$ cat src/rtl/neuron_preact_mac_pkg.sv
// Shared Q8.24 constants, FSM state type and the final saturation helper for the
// neuron pre-activation MAC.
package neuron_preact_mac_pkg;

    localparam int unsigned DATA_W = 32;
    localparam int unsigned FRAC_W = 24;
    localparam int unsigned ACC_W  = 48;

    localparam logic [DATA_W-1:0] Q_ONE = 32'h0100_0000;
    localparam logic [DATA_W-1:0] Q_MAX = 32'h7FFF_FFFF;
    localparam logic [DATA_W-1:0] Q_MIN = 32'h8000_0000;

    // Q_MAX / Q_MIN sign-extended to accumulator width for the clamp compares.
    localparam logic signed [ACC_W-1:0] ACC_Q_MAX = {{(ACC_W-DATA_W){1'b0}}, Q_MAX};
    localparam logic signed [ACC_W-1:0] ACC_Q_MIN = {{(ACC_W-DATA_W){1'b1}}, Q_MIN};

    typedef enum logic [1:0] {
        StIdle = 2'd0,
        StAcc  = 2'd1,
        StFin  = 2'd2,
        StOut  = 2'd3
    } state_e;

    // Clamp an accumulator value to Q8.24; result is {clipped, value}.
    function automatic logic [DATA_W:0] sat_to_q8_24(input logic signed [ACC_W-1:0] acc);
        logic [DATA_W:0] res;
        if (acc > ACC_Q_MAX) begin
            res = {1'b1, Q_MAX};
        end else if (acc < ACC_Q_MIN) begin
            res = {1'b1, Q_MIN};
        end else begin
            res = {1'b0, acc[DATA_W-1:0]};
        end
        return res;
    endfunction

endpackage

$ cat src/rtl/neuron_preact_mac_q_mul_shift.sv
// Combinational signed Q8.24 multiply: full-width product, arithmetic shift right by
// FRAC_W (floor), sign-extended to the accumulator width.
module q_mul_shift #(
    parameter int unsigned DATA_W = 32,
    parameter int unsigned FRAC_W = 24,
    parameter int unsigned ACC_W  = 48
) (
    input  logic [DATA_W-1:0] a_i,
    input  logic [DATA_W-1:0] b_i,
    output logic [ACC_W-1:0]  p_o
);

    localparam int unsigned ProdW = 2 * DATA_W;
    localparam int unsigned KeepW = ProdW - FRAC_W;

    logic [ProdW-1:0] a_ext;
    logic [ProdW-1:0] b_ext;
    logic [ProdW-1:0] prod;
    logic             unused_frac;

    // Low ProdW bits of the sign-extended product equal the signed product.
    always_comb begin
        a_ext = {{DATA_W{a_i[DATA_W-1]}}, a_i};
        b_ext = {{DATA_W{b_i[DATA_W-1]}}, b_i};
        prod  = a_ext * b_ext;
        // Dropping the low FRAC_W bits of a two's-complement value rounds toward -inf.
        p_o   = {{(ACC_W-KeepW){prod[ProdW-1]}}, prod[ProdW-1:FRAC_W]};
    end

    assign unused_frac = ^prod[FRAC_W-1:0];

endmodule

$ cat src/rtl/neuron_preact_mac.sv
// One neuron pre-activation: z = sum(x_i * w_i) + bias in signed Q8.24, saturated.
// Operand pairs stream in under valid/ready; z leaves under valid/ready.
module neuron_preact_mac
    import neuron_preact_mac_pkg::*;
#(
    parameter int unsigned N_INPUTS = 4,
    parameter int unsigned DATA_W   = neuron_preact_mac_pkg::DATA_W,
    parameter int unsigned FRAC_W   = neuron_preact_mac_pkg::FRAC_W,
    parameter int unsigned ACC_W    = neuron_preact_mac_pkg::ACC_W
) (
    input  logic              clk,
    input  logic              rst_n,
    input  logic              start,
    input  logic [DATA_W-1:0] bias,
    input  logic              in_valid,
    output logic              in_ready,
    input  logic [DATA_W-1:0] x_in,
    input  logic [DATA_W-1:0] w_in,
    output logic              z_valid,
    input  logic              z_ready,
    output logic [DATA_W-1:0] z_out,
    output logic              busy,
    output logic              sat_flag
);

    localparam int unsigned CntW = (N_INPUTS > 1) ? $clog2(N_INPUTS) : 1;
    localparam logic [CntW-1:0] CntLast = CntW'(N_INPUTS - 1);

    state_e            state_q, state_d;
    logic [CntW-1:0]   cnt_q, cnt_d;
    logic [ACC_W-1:0]  acc_q, acc_d;
    logic [DATA_W-1:0] bias_q, bias_d;
    logic [DATA_W-1:0] z_q, z_d;
    logic              sat_q, sat_d;

    logic [ACC_W-1:0]  prod;
    logic [ACC_W-1:0]  acc_plus_bias;

    q_mul_shift #(
        .DATA_W (DATA_W),
        .FRAC_W (FRAC_W),
        .ACC_W  (ACC_W)
    ) u_mul (
        .a_i (x_in),
        .b_i (w_in),
        .p_o (prod)
    );

    // Next-state logic for the FSM, beat counter, accumulator and result registers.
    always_comb begin
        state_d       = state_q;
        cnt_d         = cnt_q;
        acc_d         = acc_q;
        bias_d        = bias_q;
        z_d           = z_q;
        sat_d         = sat_q;
        acc_plus_bias = acc_q + {{(ACC_W-DATA_W){bias_q[DATA_W-1]}}, bias_q};

        unique case (state_q)
            StIdle: begin
                if (start) begin
                    bias_d  = bias;
                    acc_d   = '0;
                    cnt_d   = '0;
                    state_d = StAcc;
                end
            end
            StAcc: begin
                if (in_valid) begin
                    acc_d = acc_q + prod;
                    cnt_d = cnt_q + CntW'(1);
                    if (cnt_q == CntLast) begin
                        state_d = StFin;
                    end
                end
            end
            StFin: begin
                acc_d          = acc_plus_bias;
                {sat_d, z_d}   = sat_to_q8_24(acc_plus_bias);
                state_d        = StOut;
            end
            StOut: begin
                // start is deliberately not looked at here; it must be re-raised in idle.
                if (z_ready) begin
                    state_d = StIdle;
                end
            end
            default: state_d = StIdle;
        endcase
    end

    // State registers with synchronous active-low reset.
    always_ff @(posedge clk) begin
        if (!rst_n) begin
            state_q <= StIdle;
            cnt_q   <= '0;
            acc_q   <= '0;
            bias_q  <= '0;
            z_q     <= '0;
            sat_q   <= 1'b0;
        end else begin
            state_q <= state_d;
            cnt_q   <= cnt_d;
            acc_q   <= acc_d;
            bias_q  <= bias_d;
            z_q     <= z_d;
            sat_q   <= sat_d;
        end
    end

    // Handshake and status outputs are pure decodes of the registered state.
    always_comb begin
        in_ready = (state_q == StAcc);
        z_valid  = (state_q == StOut);
        busy     = (state_q != StIdle);
        z_out    = z_q;
        sat_flag = sat_q;
    end

endmodule

$ cat config.mk
export PLATFORM = sky130hd
export DESIGN_NAME = neuron_preact_mac
export DESIGN_NICKNAME = d
export VERILOG_FILES = /design/src/rtl/neuron_preact_mac_pkg.sv /design/src/rtl/neuron_preact_mac_q_mul_shift.sv /design/src/rtl/neuron_preact_mac.sv
export SDC_FILE = /design/constraint.sdc
export NUM_CORES = 2
export LEC_CHECK = 0
export ABC_AREA = 1
export CAP_MARGIN = 20
export CELL_PAD_IN_SITES_DETAIL_PLACEMENT = 1
export CELL_PAD_IN_SITES_GLOBAL_PLACEMENT = 1
export CORE_ASPECT_RATIO = 2
export CORE_UTILIZATION = 49
export DETAILED_ROUTE_END_ITERATION = 8
export PLACE_DENSITY_LB_ADDON = 0.1
export RECOVER_POWER = 25
export SLEW_MARGIN = 10
export SYNTH_ARGS = -nofsm -noshare
export SYNTH_HDL_FRONTEND = slang
export SYNTH_SLANG_ARGS = --single-unit
$ cat constraint.sdc
create_clock -name clk -period 13.1 [get_ports clk]
set_input_delay 2.62 -clock clk [delete_from_list [all_inputs] [get_ports clk]]
set_output_delay 2.62 -clock clk [all_outputs]
set_load 0.05 [all_outputs]
* Yosys cells after proc, flatten, opt, wreduce, memory -nomap -nowiden *
Index checks and enable logic that the tools add are counted.

storage, ports and cells
  register bits after elaboration = 117
  output and inout bits = 36

cells by class
  $mul = 1
  reductions and logical operators = 8
  $add $sub $neg = 3
  eq/ne operators = 8
  order comparisons = 2
  mux-type cells = 13

operator list
  cell                                                          count
  case mux 48 bit (3 select lines)                              1
  adder 48 bit                                                  2
  two-way mux 48 bit                                            2
  two-way mux 33 bit                                            2
  multiplier 32 x 32 -> 64 bit                                  1
  > comparator 48 x 32 -> 1 bit, second input constant          1
  less-than comparator 48 x 32 -> 1 bit, second input constant  1
  two-way mux 2 bit                                             6
  case mux 2 bit (4 select lines)                               1
  == test 2 bit, second input constant                          3
  AND reduction 3 bit                                           2
  inequality test 2 x 1 -> 1 bit, second input constant         2
  inequality test 2 bit, second input constant                  2
  case mux 2 bit (2 select lines)                               1
  AND reduction 4 bit                                           1
  nonzero test 2 bit                                            2
  nonzero test 3 bit                                            1
  adder 2 x 1 -> 2 bit, second input constant                   1
  == test 2 x 1 -> 1 bit, second input constant                 1
  zero test 2 bit                                               1
  AND reduction 2 bit                                           1

* Logic depth before layout (Yosys ltp) *
  depth in word-level cells = 4
  gate-level depth with buffers = 49

* Hierarchy *
From an unflattened synthesis, not the netlist that was laid out.

second synthesis, totals
  cell total of the unflattened synthesis = 7142
  area, all modules = 50300.7 um^2

modules (own cells, without submodules)
  module             area each (um^2)  cells an instance  instances  seq. area each (um^2)
  q_mul_shift        38116.6           4920               1          0.0
  neuron_preact_mac  12184.2           2222               1          2342.2

* Worst setup path before layout *
No wires, ideal clock.

  path kind = input-to-reg
  from = input x_in[31]
  to = register acc_q[44]
  arrival = 11.143 ns
  data required time = 12.968 ns
  cell stages on the path = 36
  slack = 1.825 ns
  cell sequence = clkbuf_1 nand2_1 inv_1 fa_1 fa_1 fa_1 fa_1 inv_1 fa_1 inv_1 fa_1 inv_1 fa_1 inv_1 fa_1 ha_1 nand2_1 nor2_1 inv_1 nor3_1 and3_1 a21oi_1 nand2_1 nand2_1 ha_1 nand2_1 nor2_1 inv_1 nor4_1 nand3_1 nand3_1 a21oi_1 o21ai_0 o21ai_0 nand2_1 a21oi_1

on the way
  longest elaborated chain between the ends = 4

RTL lines
  what                              RTL line                             source
  from (decl)                       neuron_preact_mac.sv:17              input logic [DATA_W-1:0] x_in,
  multiplier 32 x 32 -> 64 bit      neuron_preact_mac_q_mul_shift.sv:25  prod = a_ext * b_ext;
  adder 48 bit                      neuron_preact_mac.sv:70              acc_d = acc_q + prod;
  two-way mux 48 bit                neuron_preact_mac.sv:69              if (in_valid) begin
  case mux 48 bit (3 select lines)  neuron_preact_mac.sv:59              unique case (state_q)
  to (signal assigned)              neuron_preact_mac.sv:97              acc_q <= '0;
  to (signal assigned)              neuron_preact_mac.sv:104             acc_q <= acc_d;
  to (decl)                         neuron_preact_mac.sv:31              logic [ACC_W-1:0] acc_q, acc_d;

No other way between the ends. The select of a mux whose other input is x is not followed.
A chain may end at the register's enable or synchronous reset.

* Final worst setup path *
  from = input x_in[31]
  to = register acc_q[41]

Same word-level chain as after synthesis.

==> impl_metrics.yaml <==
cells_and_area:
  fillers: 12691
  fin_util_pct: 55.8
  drive_gt1_share_pct: 7.38
  final_common_cell: "nand2_1"
  final_nets: 8386
  final_cell_mix: "nand2_1 (1842), inv_1 (1780), fa_1 (1083)"
  syn_to_final_growth_pct: 12.9
critical_path:
  r2r_start: "bias_q[30]$_SDFFE_PN0P_"
  crit_start: "x_in[31]"
  slowest_delay_ns: 0.71
  slowest_stage: "fa_1"
  required_ns: 13.52
  cp_max_fo: 16
  regToRegEndpoint: "z_out[16]$_SDFFE_PN0P_"
  cp-end-kind: "register"
  r2r.worst_path.cells: 17
  r2r_setup_slack_ns: 7.94
  start_kind: "input pin"
  endpoint: "acc_q[41]$_SDFFE_PN0P_"
  path_class: "input pin to register"
  arrival_ns: 13.31
  cp_common_cell: "fa_1"
routing:
  drc: 0
  drt-vias-per-instance: 5.56
  routed_wl_mm: 210
  dr_total_vias: 45926
  dr.pass1.iters: 5
  drtIter0Drc: 2004
  postRouteAntennaNets: 0
  post_drt_wl_per_cell_um: 25.4
clocking:
  cts_buffers: 25
  cts.sinks: 117
  cts_hold_buffers: 0
  postCtsSetupRepairBufs: 0
  clock_latency_ns: 0.51
  clockBufferDepth: 3
  htreeDepth: 4
  cts_root_buffer: "clkbuf_16"
  clkTransAtPathRegs_ns: 0.05
  cts_tree: "yes"
place:
  dp_hpwl_mm: 178
  io_buffers: 136
  gp_congestion: 1.05
floorplanning:
  die_w_um: 225
  die_h_um: 448
  io_pins: 137
  die_area_mm2: 0.101
  start_util_pct: 49.5
  core_mm2: 0.0985
  rows: 163
status:
  violations: "capacitance limit, slew limit"
  outcome: "finished, violations left"
yosys:
  ys_types: 46
  synth_top_family_by_area: "adder cells"
  ys_ff_latch: 117
  synthSimpleGateAreaFrac_pct: 20.2
  seq_area_frac_synth_pct: 4.81
  async_flop_share_pct: 0
  ys_warn_count: 0
  synth_cells: 6610
  synth_flop_cell: "dfxtp_1"
  synth_xor_xnor_area_share_pct: 1.35
  synth_fa_ha_area_share_pct: 51.7
  synth-edff-count: 0
  synthesis.nets: 8075
  syn-cell-area_mm2: 0.0487
  syn_avg_cell_area_um2: 7.37
  synth.area.mux_share_pct: 0
  synth_compound_area_share_pct: 6.18
sta:
  timing.fmax_mhz: 77.6
  whs_ns: 0.474
  hold_viol_final: 0
  fin_tns_setup_ns: 0
  worst_pin_slew_ns: 1.62
  finalCriticalPeriod_ns: 12.89
  slew_headroom_pct: -8.07
  period_share_pct: 98.4
  grt_setup_unrepaired: "no"
  finalSetupViolCount: 0
  drv_slew: 37
  fin_skew_ns: 0.0282
flow_run:
  drv_cap: 1
global_route:
  grt_first_pass_wirelength_mm: 315
  grt_max_degree: 82
  grt-ovfl-total: 0
  grt_usage_pct: 43.2
  grt_pass1_vias: 53995
  antenna_found_initial: 8
hold_path:
  hold_class: "register to register"
worst min-delay path by stage:
stage / start / to / cells past startpoint
floorplan: cnt_q[0]$_SDFFE_PN0P_ / cnt_q[0]$_SDFFE_PN0P_ / 1
global placement: cnt_q[0]$_SDFFE_PN0P_ / cnt_q[0]$_SDFFE_PN0P_ / 1
detailed placement: z_out[1]$_SDFFE_PN0P_ / z_out[1]$_SDFFE_PN0P_ / 2
CTS: cnt_q[1]$_SDFFE_PN0P_ / cnt_q[1]$_SDFFE_PN0P_ / 2
global route: cnt_q[1]$_SDFFE_PN0P_ / cnt_q[1]$_SDFFE_PN0P_ / 2
finish: z_out[31]$_SDFFE_PN0P_ / z_out[31]$_SDFFE_PN0P_ / 2
repair_timing:
| action | in CTS | in global routing |
|---|---|---|
| endpoints found under the hold margin | 0 | 0 |
| endpoints found under the setup margin | 0 | 7 |
| gates resized for setup | 0 | 6 |
cell families (layout without fill, tap and decap cells):
| family | Yosys count | after routing |
|---|---|---|
| flip-flops | 117 | 117 |
| AND/OR/NAND/NOR | 2466 | 2466 |
| AO/OA/AOI/OAI | 550 | 550 |
| XOR/XNOR | 75 | 75 |
| adder cells (fa/ha/maj) | 1364 | 1364 |
| buffers and inverters | 2038 | 2355 |
| other | 0 | 6 |
state kept, by name, summed over array words and instances, names as in the netlist:
signal and flops:
acc_q 48, sat_flag 1, state_q 2, cnt_q 2, bias_q 32, z_out 32
worst max-delay path, delay by kind of cell:
| family | cells | cell delay, ns |
|---|---|---|
| compound gates | 8 | 1.64 |
| simple gates | 9 | 1.41 |
| fa+ha+maj | 10 | 4.91 |
| xor+xnor | 1 | 0.20 |
| buf+inv | 14 | 2.48 |
final cells by class:
| class | count | area [um2] | area share, % |
|---|---|---|---|
| clock buffer | 29 | 671 | 1.22 |
| multi-input combinational | 4455 | 38700 | 70.4 |
| tap | 1320 | 1650 | 3.00 |
| clock inverter | 4 | 22.5 | 0.0409 |
| antenna | 6 | 15.0 | 0.0273 |
| inverter | 1798 | 6750 | 12.3 |
| timing repair buffer | 524 | 4840 | 8.80 |
| sequential | 117 | 2340 | 4.26 |
through the flow:
step | cells | worst slack (ns) | area, um2
after floorplan | 6610 | 1.82 | 48700
after global placement | 8213 | -0.172 | 54300
after detailed placement | 8214 | -0.306 | 54300
after CTS | 8247 | 0.130 | 55000
after global routing | 8249 | 0.0141 | 55000
final | 8253 | 0.207 | 55000
cell usage after synthesis (all sizes together) (4+ instances only):
cell    number  area share, %
buf          9           0.13
o21bai      10           0.15
a21oi      250            2.6
o21ai      170            1.7
nand3      133            1.4
nand3b       5           0.10
a31oi       59           0.76
xnor2       30           0.54
nor4        10           0.13
or2         30           0.39
nor2       362            2.9
xor2        45           0.81
nand2     1850             14
ha         281            7.2
nor3        39           0.47
nand4       30           0.40
dfxtp      117            4.8
a211oi       4          0.062
clkbuf     231            1.8
and3         5          0.064
o221ai       6           0.11
o21a        12           0.18
inv       1797             14
a21o        19           0.29
o22ai        6          0.077
fa        1083             45
o211ai       5          0.077
per-layer routing:
metal  up-vias  part of all wire (%)  routed length [um]  GRT usage, %
li1      19705                     -                   -             -
met1     23210                    28               58400          35.4
met2      1812                    53              111000          78.9
met3      1193                   5.6               11800          9.09
met4         6                    14               28800          49.5
met5         -                 0.020                  41             0
Power is not shown: default switching activity piles up to over one toggle a cycle in this logic, so the estimate is an artifact.
